==> config.mk <==
export PLATFORM = sky130hd
export DESIGN_NAME = apb_spi_mst_flat
export DESIGN_NICKNAME = d
export VERILOG_FILES = /design/src/rtl/apb_spi_pkg.sv /design/src/rtl/apb_spi_mst_if.sv /design/src/rtl/spi_master_core.sv /design/src/rtl/apb_spi_mst.sv /design/src/flat_wrapper.sv
export SDC_FILE = /design/constraint.sdc
export NUM_CORES = 1
export LEC_CHECK = 0
export BUFFER_PORTS_ARGS = -buffer_cell sky130_fd_sc_hd__buf_2
export CAP_MARGIN = 20
export CORE_MARGIN = 8
export CORE_UTILIZATION = 65
export CTS_BUF_LIST = sky130_fd_sc_hd__clkbuf_4
export DETAILED_ROUTE_END_ITERATION = 10
export PLACE_DENSITY = 0.88
export SKIP_LAST_GASP = 1
export SLEW_MARGIN = 5
export SYNTH_ARGS = -nofsm -noshare
export SYNTH_HDL_FRONTEND = slang
export SYNTH_SLANG_ARGS = --single-unit
==> constraint.sdc <==
create_clock -name pclk_i -period 5.2 [get_ports pclk_i]
set_input_delay 1.56 -clock pclk_i [delete_from_list [all_inputs] [get_ports pclk_i]]
set_output_delay 1.56 -clock pclk_i [all_outputs]
set_load 0.01 [all_outputs]
==> src/rtl/apb_spi_pkg.sv <==
// -----------------------------------------------------------------------------
// apb_spi_pkg
// Shared definitions for the APB-programmed SPI master: register word
// indexes, CTRL bit positions and the serial engine state encoding.
// No ports (package).
// -----------------------------------------------------------------------------
package apb_spi_pkg;

    // Register word indexes on paddr
    localparam logic [3:0] REG_CMD   = 4'd0;
    localparam logic [3:0] REG_ADDR  = 4'd1;
    localparam logic [3:0] REG_LEN   = 4'd2;
    localparam logic [3:0] REG_WDATA = 4'd3;
    localparam logic [3:0] REG_RDATA = 4'd4;
    localparam logic [3:0] REG_CTRL  = 4'd5;

    // CTRL bit positions
    localparam int unsigned CTRL_START_BIT = 0;
    localparam int unsigned CTRL_RX_BIT    = 1;

    // Largest data phase in bits; longer LEN values are clamped to this
    localparam logic [5:0] MAX_DATA_BITS = 6'd32;

    // Serial engine states
    typedef enum logic [2:0] {
        ST_IDLE     = 3'd0,
        ST_CS_SETUP = 3'd1,
        ST_CMD      = 3'd2,
        ST_ADDR     = 3'd3,
        ST_DATA     = 3'd4,
        ST_CS_HOLD  = 3'd5
    } spi_state_e;

endpackage

==> src/rtl/apb_spi_mst_if.sv <==
// -----------------------------------------------------------------------------
// apb_spi_mst_if
// APB3 bus bundle for apb_spi_mst. Signal names keep the slave-side
// direction suffixes so they match the block's documented port list.
//   slave  modport : used by apb_spi_mst
//   master modport : used by whatever drives the bus (CPU side, bench)
// Signals: psel_i, penable_i, paddr_i[3:0], pwrite_i, pwdata_i[31:0],
//          prdata_o[31:0], pready_o
// -----------------------------------------------------------------------------
interface apb_spi_mst_if;
    logic        psel_i;
    logic        penable_i;
    logic [3:0]  paddr_i;
    logic        pwrite_i;
    logic [31:0] pwdata_i;
    logic [31:0] prdata_o;
    logic        pready_o;

    modport slave (
        input  psel_i,
        input  penable_i,
        input  paddr_i,
        input  pwrite_i,
        input  pwdata_i,
        output prdata_o,
        output pready_o
    );

    modport master (
        output psel_i,
        output penable_i,
        output paddr_i,
        output pwrite_i,
        output pwdata_i,
        input  prdata_o,
        input  pready_o
    );
endinterface

==> src/rtl/spi_master_core.sv <==
// -----------------------------------------------------------------------------
// spi_master_core
// Mode-0 SPI engine: clock divider, framing FSM and receive shift register.
// A transfer is chip-select setup, CMD_W command bits, ADDR_W address bits,
// an optional data phase (TX from wdata_i or RX into rdata_o), then hold.
// Ports:
//   clk_i, rst_i     clock, synchronous active-high reset
//   start_i          one-cycle start request (only honoured while idle)
//   rx_i             data phase direction, 1 = capture sdi into rdata_o
//   cmd_i, addr_i    command / address words, held stable while busy
//   len_i            data phase length in bits (clamped to 32)
//   wdata_i          transmit data, LSB-aligned
//   sdi_i            serial data in
//   busy_o           high from start until chip select is released
//   rdata_o          received data, right-aligned
//   sclk_o, sdo_o, cs_n_o  SPI pins (registered)
// -----------------------------------------------------------------------------
module spi_master_core
    import apb_spi_pkg::*;
#(
    parameter int CLK_DIV = 1,
    parameter int CMD_W   = 8,
    parameter int ADDR_W  = 8
) (
    input  logic              clk_i,
    input  logic              rst_i,
    input  logic              start_i,
    input  logic              rx_i,
    input  logic [CMD_W-1:0]  cmd_i,
    input  logic [ADDR_W-1:0] addr_i,
    input  logic [5:0]        len_i,
    input  logic [31:0]       wdata_i,
    input  logic              sdi_i,
    output logic              busy_o,
    output logic [31:0]       rdata_o,
    output logic              sclk_o,
    output logic              sdo_o,
    output logic              cs_n_o
);

    localparam logic [8:0] HALF_LOAD = 9'(CLK_DIV - 1);
    // Hold covers the low half-period after the last falling edge plus
    // CLK_DIV cycles of chip-select hold.
    localparam logic [8:0] TAIL_LOAD = 9'(2 * CLK_DIV - 1);
    localparam logic [5:0] CMD_LAST  = 6'(CMD_W - 1);
    localparam logic [5:0] ADDR_LAST = 6'(ADDR_W - 1);

    spi_state_e  state_q, state_d;
    logic [8:0]  cnt_q, cnt_d;
    logic [5:0]  bit_cnt_q, bit_cnt_d;
    logic        sclk_q, sclk_d;
    logic        sdo_q, sdo_d;
    logic        cs_n_q, cs_n_d;
    logic [31:0] rdata_q, rdata_d;
    logic [5:0]  len_eff_s;
    logic        spi_rx_en;

    // Bit driven on sdo for a given phase and bit index (MSB first)
    function automatic logic tx_bit(
        input spi_state_e        st,
        input logic [5:0]        idx,
        input logic [CMD_W-1:0]  c,
        input logic [ADDR_W-1:0] a,
        input logic [31:0]       w,
        input logic              rx
    );
        logic [CMD_W-1:0]  c_sh;
        logic [ADDR_W-1:0] a_sh;
        logic [31:0]       w_sh;
        logic              bit_v;
        c_sh = c >> idx;
        a_sh = a >> idx;
        w_sh = w >> idx;
        case (st)
            ST_CMD:  bit_v = c_sh[0];
            ST_ADDR: bit_v = a_sh[0];
            ST_DATA: bit_v = rx ? 1'b0 : w_sh[0];
            default: bit_v = 1'b0;
        endcase
        return bit_v;
    endfunction

    assign len_eff_s = (len_i > MAX_DATA_BITS) ? MAX_DATA_BITS : len_i;
    assign spi_rx_en = (state_q == ST_DATA) && rx_i;
    assign busy_o    = (state_q != ST_IDLE);
    assign rdata_o   = rdata_q;
    assign sclk_o    = sclk_q;
    assign sdo_o     = sdo_q;
    assign cs_n_o    = cs_n_q;

    // Next-state, divider, bit counter and pin logic
    always_comb begin
        state_d   = state_q;
        cnt_d     = cnt_q;
        bit_cnt_d = bit_cnt_q;
        sclk_d    = sclk_q;
        sdo_d     = sdo_q;
        cs_n_d    = cs_n_q;
        rdata_d   = rdata_q;
        case (state_q)
            ST_IDLE: begin
                sclk_d = 1'b0;
                cs_n_d = 1'b1;
                sdo_d  = 1'b0;
                if (start_i) begin
                    state_d   = ST_CS_SETUP;
                    cnt_d     = HALF_LOAD;
                    bit_cnt_d = CMD_LAST;
                    cs_n_d    = 1'b0;
                    sdo_d     = tx_bit(ST_CMD, CMD_LAST, cmd_i, addr_i, wdata_i, rx_i);
                    rdata_d   = 32'h0;
                end else begin
                    state_d = ST_IDLE;
                end
            end
            ST_CS_SETUP: begin
                if (cnt_q == 9'd0) begin
                    // First rising edge; first command bit already on sdo
                    state_d = ST_CMD;
                    sclk_d  = 1'b1;
                    cnt_d   = HALF_LOAD;
                end else begin
                    cnt_d = cnt_q - 9'd1;
                end
            end
            ST_CMD, ST_ADDR, ST_DATA: begin
                if (cnt_q != 9'd0) begin
                    cnt_d = cnt_q - 9'd1;
                end else if (!sclk_q) begin
                    // Rising-edge event: sample sdi in an RX data phase
                    cnt_d  = HALF_LOAD;
                    sclk_d = 1'b1;
                    if (spi_rx_en) begin
                        rdata_d = {rdata_q[30:0], sdi_i};
                    end else begin
                        rdata_d = rdata_q;
                    end
                end else begin
                    // Falling-edge event: present the next bit or move phase
                    cnt_d  = HALF_LOAD;
                    sclk_d = 1'b0;
                    if (bit_cnt_q != 6'd0) begin
                        bit_cnt_d = bit_cnt_q - 6'd1;
                        sdo_d     = tx_bit(state_q, bit_cnt_q - 6'd1, cmd_i, addr_i, wdata_i, rx_i);
                    end else begin
                        case (state_q)
                            ST_CMD: begin
                                state_d   = ST_ADDR;
                                bit_cnt_d = ADDR_LAST;
                                sdo_d     = tx_bit(ST_ADDR, ADDR_LAST, cmd_i, addr_i, wdata_i, rx_i);
                            end
                            ST_ADDR: begin
                                if (len_eff_s != 6'd0) begin
                                    state_d   = ST_DATA;
                                    bit_cnt_d = len_eff_s - 6'd1;
                                    sdo_d     = tx_bit(ST_DATA, len_eff_s - 6'd1, cmd_i, addr_i, wdata_i, rx_i);
                                end else begin
                                    state_d = ST_CS_HOLD;
                                    cnt_d   = TAIL_LOAD;
                                    sdo_d   = 1'b0;
                                end
                            end
                            default: begin
                                state_d = ST_CS_HOLD;
                                cnt_d   = TAIL_LOAD;
                                sdo_d   = 1'b0;
                            end
                        endcase
                    end
                end
            end
            ST_CS_HOLD: begin
                if (cnt_q == 9'd0) begin
                    state_d = ST_IDLE;
                    cs_n_d  = 1'b1;
                    sclk_d  = 1'b0;
                    sdo_d   = 1'b0;
                end else begin
                    cnt_d = cnt_q - 9'd1;
                end
            end
            default: begin
                state_d = ST_IDLE;
                sclk_d  = 1'b0;
                cs_n_d  = 1'b1;
                sdo_d   = 1'b0;
            end
        endcase
    end

    // State and pin registers
    always_ff @(posedge clk_i) begin
        if (rst_i) begin
            state_q   <= ST_IDLE;
            cnt_q     <= 9'd0;
            bit_cnt_q <= 6'd0;
            sclk_q    <= 1'b0;
            sdo_q     <= 1'b0;
            cs_n_q    <= 1'b1;
            rdata_q   <= 32'h0;
        end else begin
            state_q   <= state_d;
            cnt_q     <= cnt_d;
            bit_cnt_q <= bit_cnt_d;
            sclk_q    <= sclk_d;
            sdo_q     <= sdo_d;
            cs_n_q    <= cs_n_d;
            rdata_q   <= rdata_d;
        end
    end

endmodule

==> src/rtl/apb_spi_mst.sv <==
// -----------------------------------------------------------------------------
// apb_spi_mst
// APB3 slave register file in front of a mode-0 SPI master. Software loads
// CMD/ADDR/LEN/WDATA, writes CTRL.START, then polls CTRL until it reads 0.
// Ports:
//   pclk_i, rst_i   clock, synchronous active-high reset
//   apb             APB3 slave bundle (zero wait states, combinational read)
//   spi_clk_o       SPI clock, idles low
//   spi_sdo_o       serial data out
//   spi_cs_n_o      chip select, active low
//   spi_sdi_i       serial data in
// -----------------------------------------------------------------------------
module apb_spi_mst
    import apb_spi_pkg::*;
#(
    parameter int CLK_DIV = 1,
    parameter int CMD_W   = 8,
    parameter int ADDR_W  = 8
) (
    input  logic            pclk_i,
    input  logic            rst_i,
    apb_spi_mst_if.slave    apb,
    output logic            spi_clk_o,
    output logic            spi_sdo_o,
    output logic            spi_cs_n_o,
    input  logic            spi_sdi_i
);

    logic [CMD_W-1:0]  cmd_q, cmd_d;
    logic [ADDR_W-1:0] addr_q, addr_d;
    logic [5:0]        len_q, len_d;
    logic [31:0]       wdata_q, wdata_d;
    logic              rx_q, rx_d;
    logic              wr_s;
    logic              reg_wr_s;
    logic              start_s;
    logic              busy_s;
    logic [31:0]       rdata_s;
    logic [31:0]       prdata_s;

    // All configuration is frozen while a transfer runs
    assign wr_s     = apb.psel_i & apb.penable_i & apb.pwrite_i;
    assign reg_wr_s = wr_s & ~busy_s;
    assign apb.pready_o = 1'b1;
    assign apb.prdata_o = prdata_s;

    // Register write decode and start request
    always_comb begin
        cmd_d   = cmd_q;
        addr_d  = addr_q;
        len_d   = len_q;
        wdata_d = wdata_q;
        rx_d    = rx_q;
        start_s = 1'b0;
        if (reg_wr_s) begin
            case (apb.paddr_i)
                REG_CMD:   cmd_d   = apb.pwdata_i[CMD_W-1:0];
                REG_ADDR:  addr_d  = apb.pwdata_i[ADDR_W-1:0];
                REG_LEN:   len_d   = apb.pwdata_i[5:0];
                REG_WDATA: wdata_d = apb.pwdata_i;
                REG_CTRL: begin
                    if (apb.pwdata_i[CTRL_START_BIT]) begin
                        start_s = 1'b1;
                        rx_d    = apb.pwdata_i[CTRL_RX_BIT];
                    end else begin
                        start_s = 1'b0;
                    end
                end
                default: start_s = 1'b0;  // RDATA and unmapped: ignored
            endcase
        end else begin
            start_s = 1'b0;
        end
    end

    // Read mux; RX is masked with BUSY so both bits drop together
    always_comb begin
        prdata_s = 32'h0;
        if (apb.psel_i && !apb.pwrite_i) begin
            case (apb.paddr_i)
                REG_CMD:   prdata_s = 32'(cmd_q);
                REG_ADDR:  prdata_s = 32'(addr_q);
                REG_LEN:   prdata_s = 32'(len_q);
                REG_WDATA: prdata_s = wdata_q;
                REG_RDATA: prdata_s = rdata_s;
                REG_CTRL:  prdata_s = {30'h0, rx_q & busy_s, busy_s};
                default:   prdata_s = 32'h0;
            endcase
        end else begin
            prdata_s = 32'h0;
        end
    end

    // Configuration registers
    always_ff @(posedge pclk_i) begin
        if (rst_i) begin
            cmd_q   <= '0;
            addr_q  <= '0;
            len_q   <= 6'd0;
            wdata_q <= 32'h0;
            rx_q    <= 1'b0;
        end else begin
            cmd_q   <= cmd_d;
            addr_q  <= addr_d;
            len_q   <= len_d;
            wdata_q <= wdata_d;
            rx_q    <= rx_d;
        end
    end

    spi_master_core #(
        .CLK_DIV (CLK_DIV),
        .CMD_W   (CMD_W),
        .ADDR_W  (ADDR_W)
    ) spi_master (
        .clk_i   (pclk_i),
        .rst_i   (rst_i),
        .start_i (start_s),
        .rx_i    (rx_q),
        .cmd_i   (cmd_q),
        .addr_i  (addr_q),
        .len_i   (len_q),
        .wdata_i (wdata_q),
        .sdi_i   (spi_sdi_i),
        .busy_o  (busy_s),
        .rdata_o (rdata_s),
        .sclk_o  (spi_clk_o),
        .sdo_o   (spi_sdo_o),
        .cs_n_o  (spi_cs_n_o)
    );

endmodule

==> src/flat_wrapper.sv <==
// flat-port wrapper written by rule: the top's interface ports become plain ports
module apb_spi_mst_flat import apb_spi_pkg::*;
#(
    parameter int CLK_DIV = 1,
    parameter int CMD_W   = 8,
    parameter int ADDR_W  = 8
)
  (pclk_i, rst_i, spi_clk_o, spi_sdo_o, spi_cs_n_o, spi_sdi_i, apb_psel_i, apb_penable_i, apb_paddr_i, apb_pwrite_i, apb_pwdata_i, apb_prdata_o, apb_pready_o);
  apb_spi_mst_if apb_i ();
  input  logic pclk_i;
  input  logic rst_i;
  output logic spi_clk_o;
  output logic spi_sdo_o;
  output logic spi_cs_n_o;
  input  logic spi_sdi_i;
  input wire logic [$bits(apb_i.psel_i)-1:0] apb_psel_i;
  input wire logic [$bits(apb_i.penable_i)-1:0] apb_penable_i;
  input wire logic [$bits(apb_i.paddr_i)-1:0] apb_paddr_i;
  input wire logic [$bits(apb_i.pwrite_i)-1:0] apb_pwrite_i;
  input wire logic [$bits(apb_i.pwdata_i)-1:0] apb_pwdata_i;
  output wire logic [$bits(apb_i.prdata_o)-1:0] apb_prdata_o;
  output wire logic [$bits(apb_i.pready_o)-1:0] apb_pready_o;
  assign apb_i.psel_i = apb_psel_i;
  assign apb_i.penable_i = apb_penable_i;
  assign apb_i.paddr_i = apb_paddr_i;
  assign apb_i.pwrite_i = apb_pwrite_i;
  assign apb_i.pwdata_i = apb_pwdata_i;
  assign apb_prdata_o = apb_i.prdata_o;
  assign apb_pready_o = apb_i.pready_o;
  apb_spi_mst #(.CLK_DIV(CLK_DIV), .CMD_W(CMD_W), .ADDR_W(ADDR_W)) u_core (.pclk_i(pclk_i), .rst_i(rst_i), .apb(apb_i), .spi_clk_o(spi_clk_o), .spi_sdo_o(spi_sdo_o), .spi_cs_n_o(spi_cs_n_o), .spi_sdi_i(spi_sdi_i));
endmodule
After elaboration in Yosys (flattened, before gate mapping)
Cells that the tools add are included.

operators by class
  $add $sub $neg = 3
  order comparisons = 1
  eq/ne operators = 21
  shift-type cells = 4
  mux-type cells = 53
  bitwise logic cells = 7
  reduce and logical (&&, ||, !) cells = 26

operators by type and width
  operator                                             number
  case mux 32 bit (6 select lines)                     1
  two-way mux 32 bit                                   5
  case mux 32 bit (2 select lines)                     1
  right shift 32 x 6 -> 1 bit                          2
  two-way mux 6 bit                                    6
  two-way mux 9 bit                                    4
  case mux 9 bit (4 select lines)                      1
  case mux 6 bit (2 select lines)                      2
  two-way mux 1 bit                                    20
  != test 2 bit, second input constant                 9
  right shift 8 x 6 -> 1 bit                           2
  two-way mux 3 bit                                    5
  case mux 3 bit (4 select lines)                      1
  nonzero test 6 bit                                   2
  subtractor 6 x 1 -> 6 bit, second input constant     2
  AND reduction 2 bit                                  5
  AND reduction 5 bit                                  2
  zero test 9 bit                                      1
  case mux 1 bit (3 select lines)                      3
  AND reduction 3 bit                                  3
  nonzero test 9 bit                                   1
  subtractor 9 x 1 -> 9 bit, second input constant     1
  equality test 4 x 2 -> 1 bit, second input constant  2
  equality test 4 x 3 -> 1 bit, second input constant  2
  other kinds (22)                                     32

word-level totals
  bits in registers = 108
  input port bits = 42
  output and inout bits = 36
  word-level logic and storage cells = 127

Depth between registers and ports, before layout
  word-level depth = 11
  depth in mapped cells = 13
  gate-level depth less buffers = 10

By module
From an unflattened synthesis, not the netlist that was laid out.

unflattened totals
  cells, all modules = 764
  area, all modules = 6198.4 um^2

modules (own cells, without submodules)
  module           times used  cells each  area an instance (um^2)  seq. area each (um^2)
  spi_master_core  1           428         3407.0                   1061.0
  apb_spi_mst      1           336         2791.4                   1101.1

Least setup slack after synthesis
OpenSTA, ideal clock, no wires.

  kind = input-to-output
  start = input port apb_paddr_i[2]
  end = output port apb_prdata_o[0]
  arrival time = 2.917 ns
  data required time = 3.640 ns
  setup slack = 0.723 ns
  stages = 6
  buffers on the path = 2
  cell sequence = clkbuf_1 -> nand2b_1 -> nor3_1 -> clkbuf_1 -> a22oi_1 -> a31oi_1

between the ends
  longest elaborated chain between the ends = 3
  elaborated cells on any way between the ends = 8
  classes of those cells = eq/ne (5); mux (2); reduce/logical (1)

RTL lines
  what                                                  line                source
  start, declared                                       flat_wrapper.sv:18  input wire logic [$bits(apb_i.paddr_i)-1:0] apb_paddr_i;
  equality test 4 x 3 -> 1 bit (tied with other cells)  apb_spi_mst.sv:80   case (apb.paddr_i)
  case mux 32 bit (6 select lines) *                    apb_spi_mst.sv:80
  two-way mux 32 bit *                                  apb_spi_mst.sv:79   if (apb.psel_i && !apb.pwrite_i) begin
  end, declared                                         flat_wrapper.sv:21  output wire logic [$bits(apb_i.prdata_o)-1:0] apb_prdata_o;

Every way passes the cells marked *; elsewhere a longest branch is shown, timed or not.

Worst setup path in the final report
  start = input port apb_paddr_i[3]
  end = output port apb_prdata_o[24]

The elaborated chain is that of the path after synthesis.

==> impl_metrics.ini <==
[routing]
post_detailed_route_wirelength_per_cell_um = 19.2
routed_via_density = 6.69
drt_wl_total_um = 17100
routed-via-count = 5988
drcViolationCount = 0
number_of_nets_with_antenna_violations_after_routing = 0
first_pass_iters = 7
drt_initial_violations = 797

[cts]
cts_inserted_buffers = 9
clock_latency_ns = 0.48
clockRootBuffer = sky130_fd_sc_hd__clkbuf_4
post_cts_buffers = 0
clock_tree.buffer_depth = 2
clock_sink_count = 108
cts_tree = done
cts_htree_levels = 3
postCtsHoldBufs = 0
clk_transition_reported_paths_ns = 0.18
postCtsResizedCells = 0

[worst_setup_path]
worst_setup_path_start_kind = input pin
cp.buffers_inverters = 3
worstSetupPathType = in -> out
r2r.worst_path.cells = 10
path_common_cell = sky130_fd_sc_hd__buf_2
cp-startpoint = apb_paddr_i[3]
path_cells = buf_2, nand2b_1, nor3_2, buf_4, a22oi_1, nor2_1, buf_2
critical-path-max-stage-delay_ns = 0.48
r2r_start = u_core.len_q[0]$_SDFFE_PP0P_
critical_path_depth = 7
cp.arrival_ns = 3.22
cp.required_ns = 3.64
crit_slowest_cell = sky130_fd_sc_hd__nor3_2
cp-end-kind = primary output
cp_top_family = simple AND/OR/NAND/NOR gates
crit_fanout = 24

[floorplan]
fp.dieArea_mm2 = 0.0126
start_util_pct = 66.2
fp.dieW_um = 112
io_pins = 78
placeable_core_region_mm2 = 0.00911
floorplan.rows = 35
dieHeight_um = 112

[run_status]
run_status = finished clean

[logic_synthesis]
synth_area_mm2 = 0.00603
synth_sequential_area_ratio_pct = 35.8
ys_warn_count = 0
synth.ff_latch_count = 108
syn-mean-instance-area_um2 = 8.09
synth_cells = 746
synth_largest_type_area_fraction_pct = 35.8
netlist_top_cells_area = sky130_fd_sc_hd__dfxtp_1 36%, sky130_fd_sc_hd__nand2_1 7.3%, sky130_fd_sc_hd__a21oi_1 6.9%, sky130_fd_sc_hd__nor2_1 5.1%, sky130_fd_sc_hd__mux2i_1 5.0%
number_of_enable_type_register_cells_in_the_synthesized_netlist = 0
synthesis.nets = 791
synth.largest_area_cell = sky130_fd_sc_hd__dfxtp_1
async_flop_share_pct = 0
yosys.cell_types.count = 68
synth-main-ff-cell = sky130_fd_sc_hd__dfxtp_1

[hold_path]
min_path_type = reg -> reg
hold_crit_depth = 2
timing.hold.worst.start = u_core.spi_master.rdata_o[18]$_SDFFE_PP0P_

[global_route]
grt_pass1_vias = 5572
maximum_number_of_pins_on_one_net_before_global_route_repair = 73
track_usage_pct = 26.6
number_of_antenna_violations_at_the_first_check_in_global_routing = 0
wire_length_of_the_first_global_routing_pass_um = 28000
gr-total-overflow = 0

[placement]
dp_cells = 878
dp_hpwl_um = 12100
place.gp.congestion = 0.929
numPortBuffers = 76

[timing]
setup_violations = 0
tightestPinTransition_ns = 0.895
fin_crit_ns = 4.78
finalMaxSlewViolations = 0
hold_viol_final = 0
final.setup.tns_ns = 0
clock_skew_ns = 0.0229
maxClockFrequency_mhz = 209
timing.final.crit_share_pct = 91.9
maxSlewHeadroom_pct = 40.1
grt_setup_unrepaired = false

[pwr]
power_leakage_uw = 0.00225
vdd_ir_drop_max_mv = 0.149
p_per_area_mw_per_mm2 = 211

[final_layout]
finish.net_count = 824
layout-drive-gt1-share_pct = 17.6
flow.area_growth_from_synthesis_pct = 8.46
antenna_cells_inserted = 0
final-instance-count-excl-fill = 895

[job]
max_cap_viol_count = 0
[through the flow]
stage                     hold WS [ns]  total power [uW]  util, %  instance area [um2]  setup WS [ns]
after detailed placement         0.459               933     69.8                 6360          0.475
after global routing             0.510              1430     71.8                 6540          0.365
final                            0.479              1380     71.8                 6540          0.420
after global placement           0.448               930     69.8                 6360          0.585
after CTS                        0.482              1380     71.5                 6520          0.470
after floorplan                  0.445               901        -                 6030          0.723
[worst register-to-register path, cell delays in order (launching register included)]
cell	delay, ns
sky130_fd_sc_hd__dfxtp_1	0.80
sky130_fd_sc_hd__nor2b_1	0.56
sky130_fd_sc_hd__inv_2	0.23
sky130_fd_sc_hd__ha_1	0.55
sky130_fd_sc_hd__nor4b_1	0.70
sky130_fd_sc_hd__a22oi_1	0.20
sky130_fd_sc_hd__nand4_1	0.14
sky130_fd_sc_hd__o211ai_1	0.09
sky130_fd_sc_hd__o211ai_1	0.13
sky130_fd_sc_hd__nand4_1	0.15
sky130_fd_sc_hd__a31oi_1	0.14
[worst paths after layout]
path,end,slack (ns)
max,apb_prdata_o[24],0.42
min,u_core.spi_master.rdata_o[19]$_SDFFE_PP0P_,0.48
max reg2reg,u_core.spi_master.sdo_o$_SDFFE_PP0P_,1.44
min reg2reg,u_core.spi_master.rdata_o[19]$_SDFFE_PP0P_,0.48
[layout make-up]
class	instances	area, um2
Tap cell	111	139
Sequential cell	108	2160
Inverter	8	30.0
Clock inverter	6	78.8
Timing Repair Buffer	85	468
Clock buffer	10	75.1
Multi-Input combinational cell	567	3590
Fill cell	709	2560
[cells by family after synthesis]
family          share of synthesized area, %
xor+xnor                                1.74
fa+ha+maj                              0.622
buf+inv                                 4.77
other cells                           0.0622
compound gates                          19.8
mux                                     12.8
simple gates                            24.3
flops                                   35.8
[cells in the final DEF, fill, tap and decap left out, types with 4 or more instances in the layout]
| cell type | instances |
|---|---|
| sky130_fd_sc_hd__a21oi_1 | 83 |
| sky130_fd_sc_hd__nor3_1 | 9 |
| sky130_fd_sc_hd__mux2i_1 | 30 |
| sky130_fd_sc_hd__nand2b_1 | 6 |
| sky130_fd_sc_hd__inv_1 | 6 |
| sky130_fd_sc_hd__and2_1 | 6 |
| sky130_fd_sc_hd__nor4_1 | 4 |
| sky130_fd_sc_hd__nor3b_1 | 4 |
| sky130_fd_sc_hd__dfxtp_1 | 108 |
| sky130_fd_sc_hd__and3_1 | 4 |
| sky130_fd_sc_hd__a32oi_1 | 5 |
| sky130_fd_sc_hd__nor2_1 | 81 |
| sky130_fd_sc_hd__clkbuf_4 | 10 |
| sky130_fd_sc_hd__a222oi_1 | 5 |
| sky130_fd_sc_hd__mux4_2 | 10 |
| sky130_fd_sc_hd__nand3b_1 | 5 |
| sky130_fd_sc_hd__o21ai_0 | 12 |
| sky130_fd_sc_hd__buf_4 | 8 |
| sky130_fd_sc_hd__mux2_2 | 8 |
| sky130_fd_sc_hd__buf_2 | 76 |
| sky130_fd_sc_hd__nor2b_1 | 5 |
| sky130_fd_sc_hd__a31oi_1 | 7 |
| sky130_fd_sc_hd__nand3_1 | 51 |
| sky130_fd_sc_hd__a22oi_1 | 38 |
| sky130_fd_sc_hd__xor2_1 | 7 |
| sky130_fd_sc_hd__mux4_1 | 6 |
| sky130_fd_sc_hd__xnor2_1 | 5 |
| sky130_fd_sc_hd__nand2_1 | 118 |
[where the power goes]
group	leakage, uW	switching, uW	total, uW	internal (uW)
registers	0.000870	4.27	836	831
logic	0.00129	55.0	83.1	28.1
clock network	0.0000854	298	462	164
total	0.00225	357	1380	1020
[registers in the layout (all words and copies together), names as in the netlist, 3 cells and up]
register / flops
u_core.addr_q: 8
u_core.cmd_q: 8
u_core.len_q: 6
u_core.spi_master.bit_cnt_q: 6
u_core.spi_master.cnt_q: 9
u_core.spi_master.rdata_o: 32
u_core.spi_master.state_q: 3
u_core.wdata_q: 32
[synth_stat cells (3+ instances only)]
cell,n
sky130_fd_sc_hd__xor2_1,7
sky130_fd_sc_hd__buf_2,5
sky130_fd_sc_hd__nor2_1,82
sky130_fd_sc_hd__nor3b_1,4
sky130_fd_sc_hd__nand2_1,118
sky130_fd_sc_hd__mux2i_1,30
sky130_fd_sc_hd__mux2_2,8
sky130_fd_sc_hd__nand3b_1,5
sky130_fd_sc_hd__nand3_1,51
sky130_fd_sc_hd__clkbuf_1,54
sky130_fd_sc_hd__mux4_1,6
sky130_fd_sc_hd__and2_1,6
sky130_fd_sc_hd__ha_1,3
sky130_fd_sc_hd__o21ai_0,12
sky130_fd_sc_hd__nand2b_1,6
sky130_fd_sc_hd__a222oi_1,5
sky130_fd_sc_hd__nor4_1,4
sky130_fd_sc_hd__and3_1,4
sky130_fd_sc_hd__xnor2_1,5
sky130_fd_sc_hd__or2_2,3
sky130_fd_sc_hd__a31oi_1,7
sky130_fd_sc_hd__nor3_1,10
sky130_fd_sc_hd__a21oi_1,83
sky130_fd_sc_hd__a32oi_1,5
sky130_fd_sc_hd__o211ai_1,3
sky130_fd_sc_hd__dfxtp_1,108
sky130_fd_sc_hd__nand4_1,3
sky130_fd_sc_hd__a22oi_1,38
sky130_fd_sc_hd__mux4_2,10
sky130_fd_sc_hd__a211oi_1,3
sky130_fd_sc_hd__inv_1,6
sky130_fd_sc_hd__nor2b_1,5
[layer usage]
metal	vias up	track usage (%)	routed length, um
li1	2752	-	-
met1	2842	35.6	7220
met2	364	42.7	8120
met3	30	4.72	1560
met4	0	7.91	245
met5	-	0	0
Note: power is estimated with default switching activity, not from simulation.
